File: src/rtl/seg_scan_ctrl_if.sv
`default_nettype none
// ============================================================================
//  Module   : seg_scan_ctrl_if
//  Brief    : Control/display bundle between a host and the 4-digit
//             7-segment scan controller.
//  Revision : 1.0  initial release
// ============================================================================
interface seg_scan_ctrl_if;
  logic        en;         // 1 = display on, 0 = all digits dark
  logic        load;       // one-cycle strobe: capture din/dp_in into shadow
  logic [15:0] din;        // BCD digits, [3:0] = rightmost digit
  logic [3:0]  dp_in;      // decimal point per digit, 1 = lit
  logic        blank_lz;   // 1 = blank leading zero digits
  logic [3:0]  pos_idx;    // digit index to position decoder, 4'hF = none
  logic [3:0]  digit_bcd;  // BCD nibble of digit shown, 4'hF when dark
  logic        dp_on;      // decimal point of digit shown
  logic        pend;       // shadow holds an uncommitted value

  // Host side: drives controls and data, observes display outputs.
  modport master (
    output en, load, din, dp_in, blank_lz,
    input  pos_idx, digit_bcd, dp_on, pend
  );

  // Controller side.
  modport slave (
    input  en, load, din, dp_in, blank_lz,
    output pos_idx, digit_bcd, dp_on, pend
  );
endinterface
`default_nettype wire

File: src/rtl/seg_scan_ctrl.sv
`default_nettype none
// ============================================================================
//  Module   : seg_scan_ctrl
//  Brief    : Time-multiplexed scan controller for a 4-digit 7-segment
//             display. Double-buffered BCD value with frame-aligned
//             (tear-free) commit, leading-zero blanking and display enable.
//  Revision : 1.0  initial release
// ============================================================================
module seg_scan_ctrl #(
  parameter int DIV_COUNT = 50000,  // clk cycles per digit slot, >= 2
  parameter int CNT_W     = 16      // prescaler width, 2**CNT_W >= DIV_COUNT
) (
  input  wire logic          clk,
  input  wire logic          rst,
  seg_scan_ctrl_if.slave     bus
);

  localparam logic [CNT_W-1:0] c_PRESC_LAST = CNT_W'(DIV_COUNT - 1);
  localparam logic [3:0]       c_DARK       = 4'hF;

  logic [CNT_W-1:0] r_presc;
  logic [1:0]       r_idx;
  logic [15:0]      r_active;
  logic [3:0]       r_active_dp;
  logic [15:0]      r_shadow;
  logic [3:0]       r_shadow_dp;
  logic             r_pend;
  logic [3:0]       r_pos_idx;
  logic [3:0]       r_digit_bcd;
  logic             r_dp_on;

  logic             w_tick;
  logic             w_commit;
  logic             w_lz;
  logic             w_dark;
  logic [3:0]       w_nibble;
  logic             w_dp;

  // Slot tick and frame-wrap commit qualifier.
  always_comb begin
    w_tick   = (r_presc == c_PRESC_LAST);
    w_commit = w_tick && (r_idx == 2'd3) && r_pend;
  end

  // Select the current digit and decide whether it is dark; a digit is a
  // leading zero when it and every more-significant nibble are zero.
  always_comb begin
    w_lz     = 1'b0;
    w_nibble = r_active[3:0];
    w_dp     = r_active_dp[0];
    case (r_idx)
      2'd1: begin
        w_lz     = (r_active[15:4] == 12'h000);
        w_nibble = r_active[7:4];
        w_dp     = r_active_dp[1];
      end
      2'd2: begin
        w_lz     = (r_active[15:8] == 8'h00);
        w_nibble = r_active[11:8];
        w_dp     = r_active_dp[2];
      end
      2'd3: begin
        w_lz     = (r_active[15:12] == 4'h0);
        w_nibble = r_active[15:12];
        w_dp     = r_active_dp[3];
      end
      default: begin
        w_lz     = 1'b0;
        w_nibble = r_active[3:0];
        w_dp     = r_active_dp[0];
      end
    endcase
    w_dark = !bus.en || (bus.blank_lz && w_lz);
  end

  // Prescaler: free-running 0..DIV_COUNT-1.
  always_ff @(posedge clk) begin
    if (rst) begin
      r_presc <= '0;
    end else if (w_tick) begin
      r_presc <= '0;
    end else begin
      r_presc <= r_presc + CNT_W'(1);
    end
  end

  // Digit index advances once per slot and wraps naturally at 3.
  always_ff @(posedge clk) begin
    if (rst) begin
      r_idx <= 2'd0;
    end else if (w_tick) begin
      r_idx <= r_idx + 2'd1;
    end
  end

  // Double buffer: loads land in the shadow, which moves to the active
  // buffer only at a frame wrap so a frame never mixes two values. A load
  // on the commit tick still commits the old shadow and stays pending.
  always_ff @(posedge clk) begin
    if (rst) begin
      r_active    <= 16'h0000;
      r_active_dp <= 4'h0;
      r_shadow    <= 16'h0000;
      r_shadow_dp <= 4'h0;
      r_pend      <= 1'b0;
    end else begin
      if (w_commit) begin
        r_active    <= r_shadow;
        r_active_dp <= r_shadow_dp;
      end
      if (bus.load) begin
        r_shadow    <= bus.din;
        r_shadow_dp <= bus.dp_in;
        r_pend      <= 1'b1;
      end else if (w_commit) begin
        r_pend      <= 1'b0;
      end
    end
  end

  // Registered display outputs, one cycle behind index/enable/blanking.
  always_ff @(posedge clk) begin
    if (rst) begin
      r_pos_idx   <= c_DARK;
      r_digit_bcd <= c_DARK;
      r_dp_on     <= 1'b0;
    end else if (w_dark) begin
      r_pos_idx   <= c_DARK;
      r_digit_bcd <= c_DARK;
      r_dp_on     <= 1'b0;
    end else begin
      r_pos_idx   <= {2'b00, r_idx};
      r_digit_bcd <= w_nibble;
      r_dp_on     <= w_dp;
    end
  end

  assign bus.pos_idx   = r_pos_idx;
  assign bus.digit_bcd = r_digit_bcd;
  assign bus.dp_on     = r_dp_on;
  assign bus.pend      = r_pend;

endmodule
`default_nettype wire

File: src/flat_wrapper.sv
// flat-port wrapper written by rule: the top's interface ports become plain ports
module seg_scan_ctrl_flat 
#(
  parameter int DIV_COUNT = 50000,                                    
  parameter int CNT_W     = 16                                               
)
  (clk, rst, bus_en, bus_load, bus_din, bus_dp_in, bus_blank_lz, bus_pos_idx, bus_digit_bcd, bus_dp_on, bus_pend);
  seg_scan_ctrl_if bus_i ();
  input  wire logic clk;
  input  wire logic rst;
  input wire logic [$bits(bus_i.en)-1:0] bus_en;
  input wire logic [$bits(bus_i.load)-1:0] bus_load;
  input wire logic [$bits(bus_i.din)-1:0] bus_din;
  input wire logic [$bits(bus_i.dp_in)-1:0] bus_dp_in;
  input wire logic [$bits(bus_i.blank_lz)-1:0] bus_blank_lz;
  output wire logic [$bits(bus_i.pos_idx)-1:0] bus_pos_idx;
  output wire logic [$bits(bus_i.digit_bcd)-1:0] bus_digit_bcd;
  output wire logic [$bits(bus_i.dp_on)-1:0] bus_dp_on;
  output wire logic [$bits(bus_i.pend)-1:0] bus_pend;
  assign bus_i.en = bus_en;
  assign bus_i.load = bus_load;
  assign bus_i.din = bus_din;
  assign bus_i.dp_in = bus_dp_in;
  assign bus_i.blank_lz = bus_blank_lz;
  assign bus_pos_idx = bus_i.pos_idx;
  assign bus_digit_bcd = bus_i.digit_bcd;
  assign bus_dp_on = bus_i.dp_on;
  assign bus_pend = bus_i.pend;
  seg_scan_ctrl #(.DIV_COUNT(DIV_COUNT), .CNT_W(CNT_W)) u_core (.clk(clk), .rst(rst), .bus(bus_i));
endmodule
File: config.mk
export PLATFORM = sky130hd
export DESIGN_NAME = seg_scan_ctrl_flat
export DESIGN_NICKNAME = d
export VERILOG_FILES = /design/src/rtl/seg_scan_ctrl_if.sv /design/src/rtl/seg_scan_ctrl.sv /design/src/flat_wrapper.sv
export SDC_FILE = /design/constraint.sdc
export NUM_CORES = 1
export LEC_CHECK = 0
export CAP_MARGIN = 20
export CORE_UTILIZATION = 59
export DETAILED_ROUTE_END_ITERATION = 10
export HOLD_SLACK_MARGIN = 0.08
export PLACE_DENSITY = 0.93
export SETUP_SLACK_MARGIN = 0.05
export SLEW_MARGIN = 30
export SYNTH_ARGS = -nofsm -noshare
export SYNTH_HDL_FRONTEND = slang
export SYNTH_SLANG_ARGS = --single-unit
export TNS_END_PERCENT = 20
File: constraint.sdc
create_clock -name clk -period 3.9 [get_ports clk]
set_input_delay 0.78 -clock clk [delete_from_list [all_inputs] [get_ports clk]]
set_output_delay 0.78 -clock clk [all_outputs]
set_load 0.02 [all_outputs]
==> impl_results.md <==
* Max-slew violation count at 0
* RSZ-0062 raised after global routing: false
* Pre-CTS WS at 1750 ps
* Final Critical Period at 2140 ps
* Min-Delay Path Class: flip-flop to flip-flop
* CTS sink cnt at 67
* Die height at between 70 and 80 µm
* Layout cell share with drive strength beyond 1 at 0.0762
* Port buffer count at 34
* Largest net degree at the start of global routing at 34
* Endpoint type of the worst setup path: flip-flop
* Clock power share at 0.433
* Worst vdd ir at approximately 280 µV
* Total Power at roughly 1.4 mW
* Initial antenna violation count at 0
* Finish-stage setup viols at 0
* FP Rows at 24
* IO Pins at 35
* Status: finished, final reports clean
* Fin Hold WS at ~470 ps
* Syn avg cell area at ~9.9 µm²
* Combinational family with the most area after synthesis: simple AND/OR/NAND/NOR gates
* Nets at between 300 and 400
* Post-synth cell types at 31
* Relative slew margins at 0.503
* Overall routing resource usage at 0.238
* Internal at 1.12 mW
* Worst EP required at 4170 ps
* Final hold violation count at 0
* Leak at ~1.3 nW
* FF-to-FF setup slack at between 1500 and 2000 ps
* DR iter-0 viols at 141
* Clk Latency, worst-skew pair at between 300 and 400 ps
* Synth Area in XOR/XNOR at 0.0458
* Starting Density at 0.637
* Synth area leader: dfxtp_1
* Simple-Gate Fraction of Synth Area at 0.244
* Vias in the first global route at 2063
* Area Overhead vs Synth at 19.2%
* Sequential cell area fraction in the yosys report at 0.468
* Psw at 0.314 mW
* Hold Startpoint: u_core.r_presc[0]
* Core Region at ~0.0045 mm²
* Setup bufs post-CTS at 0
* Syn Nets at about 320
* Die X-Extent at roughly 72 µm
* Yosys reg bits at 67
* Fin area at between 0.003 and 0.004 mm²
* Top cell type's share of synthesized area at 0.468
* Post-cts hold buffer count at 0
* Compound-Gate Fraction of Synth Area at 0.0345
* Diode count at 0
* Drt first pass iters at 4
* Seq pwr share at 0.499
* FF-to-FF Start: u_core.r_presc[0]
* Placed Area at approximately 0.0032 mm²
* Mapped cell area at 0.00287 mm²
* Final WS setup at around 1800 ps
* Clk_skew at ~8.3 ps
* H-tree levels at 3
* Post-Synthesis Cells at just under 300
* GP Congestion at 0.896
* Switching portion of total power at 0.219
* Root Buffer: clkbuf_8
* Number of warnings printed during yosys synthesis at 0
* Final cycle utilization of the critical path at 0.550
* DR vias/cell at about 5.6
* Critical Path Source Type: flip-flop
* Reg clk slew, reported paths at 70 ps
* PostCTS Resize Cnt at 0
* Clock tree buffer depth at 2
* CTS tree: done
* Worst slew pin tran at 744 ps
* Total negative setup slack at 0 ps
* ANT nets after route at 0
* Critical Path AT at about 2400 ps
* Top post-synthesis cells by area: dfxtp_1, mux2i_1, nand2b_1
* First-pass GRT wire length at just over 9000 µm
* # DRC at 0
* Max-cap violation count at 0
* Mux contribution to synthesized area at 0.143
* Max Clk Rate at between 400 and 500 MHz
* Vias at 2110
* Synth Area in Adders at 0.0218
* CP startpoint: u_core.r_presc[0]
* CP Max Fanout at 20
* PwrDens at between 400 and 500 mW/mm²
* Die area at roughly 0.0051 mm²
* DP HPWL at ~3600 µm
* Critical path class: flip-flop to flip-flop
* GRT overflow at 0
* Logic gate share of total power at 0.067
* Num CTS Buffers at 9
* Wire per inst at 14.3 µm
* Routed WL at ~5400 µm
==> path summary, 6_finish.rpt <==
kind                                      endpoint  cells past startpoint
worst min-delay path             u_core.r_presc[0]                      1
worst max register to register  u_core.r_active[6]                      5
worst max-delay path            u_core.r_active[6]                      5
worst min register to register   u_core.r_presc[0]                      1
==> power by group through the flow <==
stage / logic, mW / registers [mW] / clock network [mW]
finish: 0.0962 / 0.714 / 0.620
CTS: 0.0972 / 0.714 / 0.632
detailed placement: 0.0961 / 0.730 / 0
floorplan: 0.0491 / 0.733 / 0
global route: 0.105 / 0.716 / 0.661
global placement: 0.0941 / 0.729 / 0
==> cells in the mapped netlist (all sizes together) <==
cell type and n:
inv 8, nand4b 1, nand2 13, xnor2 14
a21oi 1, a211oi 1, nand3 6, nor3b 1
o2111ai 1, nor2 46, and4bb 2, mux2i 41
buf 6, clkbuf 10, ha 5, nand2b 41
nor3 4, dfxtp 67, nor4b 1, nor4 7
o21ai 4, o21a 1, nor2b 1, xor2 1
a222oi 5, nand4 3
==> per-stage QoR <==
step / util / cells
after global routing: 0.759 / 380
after CTS: 0.759 / 380
after detailed placement: 0.711 / 364
final: 0.759 / 380
after floorplan: - / 291
after global placement: 0.711 / 364
==> layout make-up <==
type / count / area, µm²
clock inverters: 7 / 92.6
well taps: 52 / 65.1
clock buffers: 9 / 124
fillers: 325 / 1090
repair buffers: 37 / 363
multi-input cells: 200 / 1400
flip-flops and latches: 67 / 1340
inverters: 8 / 30.0
==> flip-flops by register name (all words and copies together) (netlist names), 2 cells and up <==
name,flops
u_core.bus.pos_idx,3
u_core.r_idx,2
u_core.r_presc,16
u_core.r_active_dp,4
u_core.r_shadow_dp,4
u_core.r_active,16
u_core.r_shadow,16
u_core.bus.digit_bcd,4
==> worst max-delay path, stage by stage (launching register included) <==
cell	delay, ps
dfxtp_1	380
ha_1	200
nand3_1	250
nand4b_4	320
nor2_4	640
mux2i_1	280
==> cells in the final DEF (no fill, tap or decap) <==
cell,instances
nor4_1,7
xnor2_1,14
inv_1,8
nor2_4,1
nor4b_4,1
a21oi_1,1
clkinv_4,2
nand3_1,6
bufinv_16,2
nand4_4,1
o2111ai_1,1
nand4b_4,1
nor3b_1,1
nor2_1,45
nand4_1,2
buf_4,3
nand2b_1,41
xor2_1,1
nor3_1,4
clkbuf_8,9
o21ai_0,4
clkinv_2,3
o21a_1,1
and4bb_2,2
a211oi_1,1
nand2_1,13
nor2b_1,1
clkdlybuf4s50_1,34
mux2i_1,41
dfxtp_1,67
ha_1,5
a222oi_1,5
==> layer usage <==
layer,up-vias,share of wire,GRT usage
met4,0,0.017,0.107
met1,988,0.43,0.265
met2,65,0.49,0.406
met5,-,0,0
li1,1047,-,-
met3,10,0.059,0.0900
==> logic make-up (layout without fill, tap and decap cells) <==
group	Yosys count	count (layout)
flip-flops	67	67
adder cells (fa/ha/maj)	5	5
XOR/XNOR	15	15
buffers and inverters	24	61
AO/OA/AOI/OAI	13	13
AND/OR/NAND/NOR	126	126
multiplexers	41	41
No activity file was read; power rests on OpenSTA's default activity.
